### src/rtl/ram_arbiter.sv
// Round-robin arbiter sharing one registered-read RAM between two clients.
// Each access is latched in IDLE and sequenced ISSUE -> (READ) -> ACK.
module ram_arbiter #(
    parameter int AW = 3,
    parameter int DW = 8
) (
    input  logic          clk,
    input  logic          clrn,
    input  logic          req0,
    input  logic          we0,
    input  logic [AW-1:0] addr0,
    input  logic [DW-1:0] wdata0,
    output logic          ack0,
    input  logic          req1,
    input  logic          we1,
    input  logic [AW-1:0] addr1,
    input  logic [DW-1:0] wdata1,
    output logic          ack1,
    output logic [DW-1:0] rdata,
    output logic          rvalid,
    output logic          busy,
    output logic          ram_we,
    output logic [AW-1:0] ram_addr,
    output logic [DW-1:0] ram_din,
    input  logic [DW-1:0] ram_dout
);

    typedef enum logic [1:0] {IDLE, ISSUE, READ, ACK} state_t;

    typedef struct packed {
        logic          cur;
        logic          we;
        logic [AW-1:0] addr;
        logic [DW-1:0] wdata;
    } cmd_t;

    logic [1:0]         req_v;
    logic [1:0]         we_v;
    logic [1:0][AW-1:0] addr_v;
    logic [1:0][DW-1:0] wdata_v;

    state_t          state_q, state_d;
    cmd_t            cmd_q;
    logic            last_q;
    logic            gnt;
    logic            take;
    logic [DW-1:0]   rdata_q;

    assign req_v   = {req1, req0};
    assign we_v    = {we1, we0};
    assign addr_v  = {addr1, addr0};
    assign wdata_v = {wdata1, wdata0};

    // On a tie the client that was not served last wins.
    assign gnt = (req_v[0] & req_v[1]) ? ~last_q : req_v[1];

    always_comb begin
        state_d = state_q;
        take    = 1'b0;
        case (state_q)
            IDLE: begin
                if (|req_v) begin
                    take    = 1'b1;
                    state_d = ISSUE;
                end
            end
            ISSUE:   state_d = cmd_q.we ? ACK : READ;
            READ:    state_d = ACK;
            ACK:     state_d = IDLE;
            default: state_d = IDLE;
        endcase
    end

    always_ff @(posedge clk) begin
        if (!clrn) begin
            state_q <= IDLE;
            last_q  <= 1'b1;
            cmd_q   <= '0;
            rdata_q <= '0;
        end else begin
            state_q <= state_d;
            if (take)
                cmd_q <= '{cur: gnt, we: we_v[gnt], addr: addr_v[gnt], wdata: wdata_v[gnt]};
            if (state_q == READ)
                rdata_q <= ram_dout;
            if (state_q == ACK)
                last_q <= cmd_q.cur;
        end
    end

    // Address/data come straight from the latched command, so they hold
    // their last values through IDLE; the write strobe is cut by reset.
    assign ram_addr = cmd_q.addr;
    assign ram_din  = cmd_q.wdata;
    assign ram_we   = (state_q == ISSUE) & cmd_q.we & clrn;

    assign ack0   = (state_q == ACK) & ~cmd_q.cur;
    assign ack1   = (state_q == ACK) &  cmd_q.cur;
    assign rvalid = (state_q == ACK) & ~cmd_q.we;
    assign busy   = (state_q != IDLE);
    assign rdata  = rdata_q;

endmodule

### config.mk
export PLATFORM = sky130hd
export DESIGN_NAME = ram_arbiter
export DESIGN_NICKNAME = d
export VERILOG_FILES = /design/src/rtl/ram_arbiter.sv
export SDC_FILE = /design/constraint.sdc
export NUM_CORES = 1
export LEC_CHECK = 0
export CAP_MARGIN = 25
export CORE_MARGIN = 10
export CORE_UTILIZATION = 40
export CTS_BUF_LIST = sky130_fd_sc_hd__clkbuf_8 sky130_fd_sc_hd__clkbuf_16
export DETAILED_ROUTE_END_ITERATION = 8
export PLACE_DENSITY = 0.88
export REMOVE_ABC_BUFFERS = 1
export SLEW_MARGIN = 10
export SYNTH_ARGS = -nofsm -noshare
export SYNTH_HDL_FRONTEND = slang
export SYNTH_SLANG_ARGS = --single-unit
### constraint.sdc
create_clock -name clk -period 1.45 [get_ports clk]
set_input_delay 0.29 -clock clk [delete_from_list [all_inputs] [get_ports clk]]
set_output_delay 0.29 -clock clk [all_outputs]
set_load 0.01 [all_outputs]
After elaboration in Yosys (flattened, before gate mapping)
Index checks and enable logic that the tools add are counted.
Widths: inputs -> output; s select.
{"block": "totals", "mem_count": 0, "in_bits": 36, "ramBits": 0, "elab_cells": 36, "rom_bits": 0, "output_inout_bits": 24, "register_bits": 24, "latch_bits": 0}
{"block": "op_classes", "add_sub_neg": 0, "bitwise_logic": 9, "reduce_logical": 3, "shift": 0, "magnitude_cmp": 1, "div_mod_pow": 0, "mul": 0, "mux": 12, "n_eq_ne": 4}
{"op": "$mux 8", "count": 2}
{"op": "$pmux 2 s4", "count": 1}
{"op": "$and 1x1->1", "count": 6}
{"op": "$mux 1", "count": 6}
{"op": "$mux 3", "count": 2}
{"op": "$eq 2x2->1 const B", "count": 2}
{"op": "$not 1->1", "count": 3}
{"op": "$eq 2x1->1 const B", "count": 1}
{"op": "$logic_not 2->1", "count": 1}
{"op": "$lt 1x2->1 const B", "count": 1}
{"op": "$mux 2", "count": 1}
{"op": "$ne 2x2->1 const B", "count": 1}
{"op": "$reduce_bool 2->1", "count": 1}
{"op": "$reduce_or 2->1", "count": 1}

Depth between registers and ports, before layout
Gate-level depths: netlist of run 1.
{"block": "depth", "word_depth": 4, "depth_mapped": 6, "ltp_nobuf": 5}

Least setup slack after synthesis of run 1
No wires, ideal clock.
{"block": "synth_path", "kind": "flip-flop to flip-flop", "start": "register state_q[0]", "end": "register cmd_q[11] in the netlist's numbering", "path_slack_ns": 0.197, "t_arrival_ns": 1.131, "stages_incl_launch_ff": 7, "path_buffers": 1, "path_cell_list": "dfxtp_1 -> inv_1 -> ha_1 -> o21a_1 -> buf_2 -> o21ai_0 -> a21oi_2"}
{"block": "synth_between", "elab_chain_cells": 2}
{"element": "from (decl)", "line": "42", "source": "state_t state_q, state_d;"}
{"element": "from (signal assigned)", "line": "81", "source": "state_q <= state_d;"}
{"element": "$logic_not 2->1", "line": "60", "source": "case (state_q)"}
{"element": "$mux 1", "line": "60"}
{"element": "to (signal assigned)", "line": "83", "source": "cmd_q <= '{cur: gnt, we: we_v[gnt], addr: addr_v[gnt], wdata: wdata_v[gnt]};"}
{"element": "to (decl)", "line": "43", "source": "cmd_t cmd_q;"}
No other way between the ends.
A chain may end at the register's enable or synchronous reset.

Final worst setup path of run 1
{"block": "layout_path", "start": "register state_q[1]", "end": "output port ram_we"}
{"block": "layout_between", "elab_chain_cells": 3}
{"element": "$eq 2x1->1", "line": "95", "source": "assign ram_we = (state_q == ISSUE) & cmd_q.we & clrn;"}
{"element": "$and 1x1->1 (2 in series)", "line": "95"}
{"element": "to (decl)", "line": "22", "source": "output logic ram_we,"}
No other way between the ends.

==> flow_metrics.tcl, run 1 <==
set metrics [dict create \
    slowest_delay_ps 360 \
    io_buffers 59 \
    gr-usage-met3_pct 3.65 \
    p_comb_share_pct 51.3 \
    clock_sinks 24 \
    p_switching_mw 1.14 \
    first_iter_violations 66 \
    fmax_mhz 703 \
    netlist-cell-type-count 23 \
    p_total_mw 3.26 \
    setup_ws_ps 26.7 \
    syn_avg_cell_area_um2 9.28 \
    clock_latency_ps 270 \
    swShare_pct 35.1 \
    clkPwrFrac_pct 17.8 \
    clkTransAtPathRegs_ps 80 \
    path_cells "inv_4 > ha_2 > and3_4 > buf_6" \
    wire_per_inst_um 15.7 \
    drt_pass1_iterations 4 \
    dieHeight_um 75.3 \
    period_needed_ps 1420 \
    row_count 20 \
    yosysTopAreaCellShare_pct 39.2 \
    cp_slowest_cell "dfxtp_4" \
    cellLeakagePower_nw 0.938 \
    outcome "finished, final reports clean" \
    via_per_inst 4.86 \
    drive_above_1_share_pct 29.5 \
    crit_type "reg -> out" \
    setup_viol_count_final 0 \
    area_growth_pct 59.1 \
    ys_seq_elements 24 \
    relSlewSlack_pct 83.4 \
    cts_tree "yes" \
    endpoint_kind "output port" \
    place_congestion 0.754 \
    pre_cts_ws_ps -367 \
    grt_pass1_wl_um 5180 \
    cts_made_buffers 3 \
    period_share_pct 98.2 \
    max_cap_viol_count 0 \
    start_kind "register" \
    synth_top_flop_cell "dfxtp_1" \
    use_met2_pct 21.8 \
    power.density_nw_per_um2 1670 \
    worst_pin_slew_ps 249 \
    seq_area_frac_synth_pct 39.2 \
    grt_max_degree 25 \
    intPower_mw 2.11 \
    fillers 255 \
    async_flop_share_pct 0 \
    die_width_um 75.3 \
    fin_skew_ps 3.33 \
    grt_busiest_layer "met2" \
    htree_num_levels 1 \
    grt_pass1_vias 1101 \
    ant_nets 0 \
    root_buffer "clkbuf_8" \
    overflow 0 \
    slew_violations 0 \
    synthTopCellsByArea "dfxtp_1 (39%), a21oi_2 (14%), mux2i_1 (7.4%)" \
    synth_common_cells "dfxtp_1 (24), a21oi_2 (20), nand2_1 (13)" \
    sequentialPowerShare_pct 30.8 \
    finalHoldViolations 0 \
    min_path_type "reg -> reg" \
    vias 1083 \
    yosysTopAreaCell "dfxtp_1" \
    gr-usage-met1_pct 12.5 \
    drcViolationCount 0 \
    finalWirelength_um 3490 \
    die_area_um2 5680 \
    place_hpwl_um 2770 \
    clock_path_buffers 2 \
    worst-path-max-fanout 3 \
    yosysMostFrequentCell "dfxtp_1" \
    antenna_found_initial 0 \
    track_usage_pct 11.9 \
    synth_edf_count 0 \
    synthCells 132 \
    diodes 0 \
    worstPathArrival_ps 1130 \
    fin_nets 231 \
    ys_warn_count 0 \
    max-vdd-ir-drop_uv 556 \
    io_pins 60 \
    syn_area_um2 1220 \
    initial_core_util_pct 40.8 \
    cp_data_required_time_ps 1160 \
    core_area_um2 3000 \
]
[power groups by stage]
stage	sequential, mW	clock, mW	combinational, mW
floorplan	1.07	0	0.750
global placement	0.993	0	1.60
detailed placement	1.01	0	1.67
CTS	0.999	0.591	1.60
global route	1.04	0.622	1.84
finish	1.00	0.581	1.67
[flip-flops by register name, indices dropped and copies added (netlist names)]
name      count
ram_din       8
rdata         8
ram_addr      3
cmd_q         2
state_q       2
last_q        1
[layout by cell type (no fill, tap or decap), types with 2 or more instances in the layout]
cell type,instances
a21oi_1,6
a21oi_2,20
buf_2,4
buf_4,11
buf_6,2
clkbuf_8,3
clkdlybuf4s50_1,35
dfxtp_1,22
dlygate4sd2_1,9
dlymetal6s2s_1,10
ha_2,3
inv_1,2
mux2i_1,9
nand2_1,13
nor2_1,2
nor2b_1,10
o21ai_0,8
o21ai_1,4
[routing by layer]
metal  vias up  wire (um)
li1        549          -
met1       481       1420
met2        49       1720
met3         4        302
met4         0         44
met5         -          0
[cell type report]
type                            count  area, um^2  share of cell area (%)
Clock inverter                      1        30.0                    1.54
Tap cell                           33        41.3                    2.12
Sequential cell                    24         485                    24.9
Inverter                            4        17.5                   0.899
Timing Repair Buffer               72         699                    35.9
Multi-Input combinational cell     86         634                    32.5
Clock buffer                        3        41.3                    2.12
[critical path, delay by kind of cell (launching register included)]
kind / cells / cell delay [ps]
adders and majority gates: 1 / 160
DFF: 1 / 360
and+or+nand+nor: 1 / 190
buffers and inverters: 2 / 150
[repair_timing]
item	4_1_cts	5_1_grt
gates cloned	0	0
pin swaps	0	1
resized for setup	37	19
endpoints found under the setup margin	21	26
setup buffers	0	2
hold buffers	0	0
[worst paths after layout]
check                            from                        to  slack, ps  cells after the start
max reg2reg   state_q[0]$_SDFFE_PN0P_   state_q[1]$_SDFFE_PN0P_         90                      6
max           state_q[1]$_SDFFE_PN0P_                    ram_we         30                      4
min reg2reg  ram_addr[0]$_SDFFE_PN0P_  ram_addr[0]$_SDFFE_PN0P_        520                      2
min          ram_addr[0]$_SDFFE_PN0P_  ram_addr[0]$_SDFFE_PN0P_        520                      2
[logic make-up after synthesis]
family	after synthesis	share of synthesized area [%]
mux	9	7.35
flops	24	39.2
buf+inv	22	11.6
fa+ha+maj	4	4.09
simple gates	29	12.1
compound gates	44	25.6
[per-stage QoR]
stage               area [um^2]  TNS (ps)  hold WS [ps]  std cells  utilization, %
floorplan                  1100      -131           352        114               -
global placement           1820     -1770           491        217            60.8
detailed placement         1820     -2630           508        217            60.8
CTS                        1880     -3.90           526        221            62.5
global route               1950     -27.3           550        223            64.9
finish                     1950         0           523        223            64.9
(Power assumes the default switching activity.)
==> run 2: changes to the inputs <==
--- a/config.mk
+++ b/config.mk
@@ -18 +18,2 @@
 export SYNTH_SLANG_ARGS = --single-unit
+export TNS_END_PERCENT = 5
==> constraint.sdc (replaced) <==
create_clock -name clk -period 1.45 [get_ports clk]
set_input_delay 0.145 -clock clk [delete_from_list [all_inputs] [get_ports clk]]
set_output_delay 0.145 -clock clk [all_outputs]
set_load 0.01 [all_outputs]
==> run 2 against run 1 <==
Effect of this change: setup slack improved by 56 ps; global-route usage increased by 0.50 points; critical path depth unchanged; sequential share of layout area increased by 0.78 points; register-to-register slack about the same; final area decreased by 3.5%; power about the same; final cell count decreased by 2.7%; core utilization decreased by 2.3 points.
==> flow_metrics.tcl, run 2 (same netlist as run 1, synthesis figures left out) <==
set metrics [dict create \
    antenna_found_initial 0 \
    r2r_cells 6 \
    crit_type "reg -> out" \
    ctsHoldBuffers 0 \
    fin_skew_ps 3.12 \
    cp_data_required_time_ps 1310 \
    vias 1082 \
    overflow 0 \
    htree_num_levels 1 \
    dieHeight_um 75.3 \
    ant_nets 0 \
    r2r_end "state_q[1]$_SDFFE_PN0P_" \
    hp-start "wdata0[6]" \
    max-vdd-ir-drop_uv 599 \
    min_to "ram_din[6]$_SDFFE_PN0P_" \
    clock_sinks 24 \
    utilization_pct 62.6 \
    track_usage_pct 12.4 \
    cts_tree "yes" \
    drcViolationCount 0 \
    drive_above_1_share_pct 22.3 \
    setup_viol_count_final 0 \
    worstSetupStartpoint "state_q[1]$_SDFFE_PN0P_" \
    die_width_um 75.3 \
    rsz0062_at_grt "yes" \
    final_cells 217 \
    grt_max_degree 25 \
    via_per_inst 4.99 \
    first_iter_violations 33 \
    ff2ff_setup_slack_ps 100 \
    fmax_mhz 731 \
    diodes 0 \
    row_count 20 \
    initial_core_util_pct 40.8 \
    outcome "finished, final reports clean" \
    io_pins 60 \
    worst-path-max-fanout 4 \
    wire_per_inst_um 16.1 \
    cts_made_buffers 3 \
    root_buffer "clkbuf_8" \
    max_cap_viol_count 0 \
    io_buffers 59 \
    period_needed_ps 1370 \
    core_area_um2 3000 \
    start_kind "register" \
    fin_nets 225 \
    clock_latency_ps 270 \
    mostFrequentLayoutCell "clkdlybuf4s50_1" \
    place_hpwl_um 2830 \
    r2r_start "state_q[1]$_SDFFE_PN0P_" \
    clkTransAtPathRegs_ps 90 \
    die_area_um2 5680 \
    min_path_type "in -> reg" \
    endpoint_kind "output port" \
    final_cell_mix "clkdlybuf4s50_1 (54), dfxtp_1 (22), a21oi_2 (20)" \
    placed_cells 213 \
    slew_violations 0 \
    holdPathStages 3 \
    fillers 261 \
    grt_pass1_vias 1113 \
    relSlewSlack_pct 80.5 \
    finalHoldViolations 0 \
    worstPathArrival_ps 1220 \
    drt_pass1_iterations 4 \
    finalWirelength_um 3490 \
    postCtsSetupBuffers 0 \
    grt_pass1_wl_um 5420 \
    cellLeakagePower_nw 0.714 \
    period_share_pct 94.3 \
    worst_pin_slew_ps 291 \
    place_congestion 0.744 \
    area_growth_pct 53.5 \
    power.density_nw_per_um2 1730 \
    clock_path_buffers 2 \
]
run 2: final cells by class:
| class | instances | area, um^2 | share of cell area, % |
|---|---|---|---|
| Tap cell | 33 | 41.3 | 2.20 |
| Inverter | 4 | 15.0 | 0.798 |
| Sequential cell | 24 | 483 | 25.7 |
| Multi-Input combinational cell | 86 | 626 | 33.3 |
| Timing Repair Buffer | 66 | 644 | 34.3 |
| Clock buffer | 3 | 41.3 | 2.20 |
| Clock inverter | 1 | 30.0 | 1.60 |
run 2: worst max-delay path, cell delays in order (launching register included):
cell	delay, ps
dfxtp_2	340
inv_1	120
ha_1	160
and3_1	180
clkbuf_2	150
run 2: per-stage QoR:
| step | setup TNS [ps] | total power [mW] | area, um^2 | setup WS [ps] | hold slack [ps] |
|---|---|---|---|---|---|
| after floorplan | -131 | 1.82 | 1100 | -69.6 | 207 |
| after global placement | -23.8 | 2.57 | 1790 | -23.8 | 488 |
| after detailed placement | -219 | 2.64 | 1790 | -75.5 | 512 |
| after CTS | 0 | 3.21 | 1860 | 8.75 | 429 |
| after global routing | -25.4 | 3.48 | 1880 | -25.4 | 426 |
| final | 0 | 3.26 | 1880 | 82.7 | 426 |
run 2: power breakdown:
part,internal [mW],leakage (nW),total [mW],switching (mW)
Combinational,0.875,0.480,1.66,0.788
Clock,0.369,0.0357,0.588,0.219
Sequential,0.881,0.198,1.01,0.125
Total,2.13,0.714,3.26,1.13
run 2: per-layer routing:
layer / vias up / share of wire (%) / GRT usage (%)
met5: - / 0 / 0
met3: 4 / 10 / 4.04
met4: 0 / 0.72 / 3.71
met1: 486 / 40 / 13.4
met2: 52 / 49 / 22.4
li1: 540 / - / -
run 2: how the worst max path moves through the flow:
stage / depth (start not counted) / slack, ps / end
floorplan: 5 / -70 / cmd_q[12]$_SDFFE_PN0P_
global placement: 3 / -20 / ram_we
CTS: 4 / 9 / ram_we
detailed placement: 3 / -80 / ram_we
finish: 4 / 80 / ram_we
global route: 4 / -30 / ack0
run 2: what timing repair did:
action	4_1_cts	5_1_grt
setup endpoints to repair	6	19
pin swaps	0	2
resized for setup	8	10
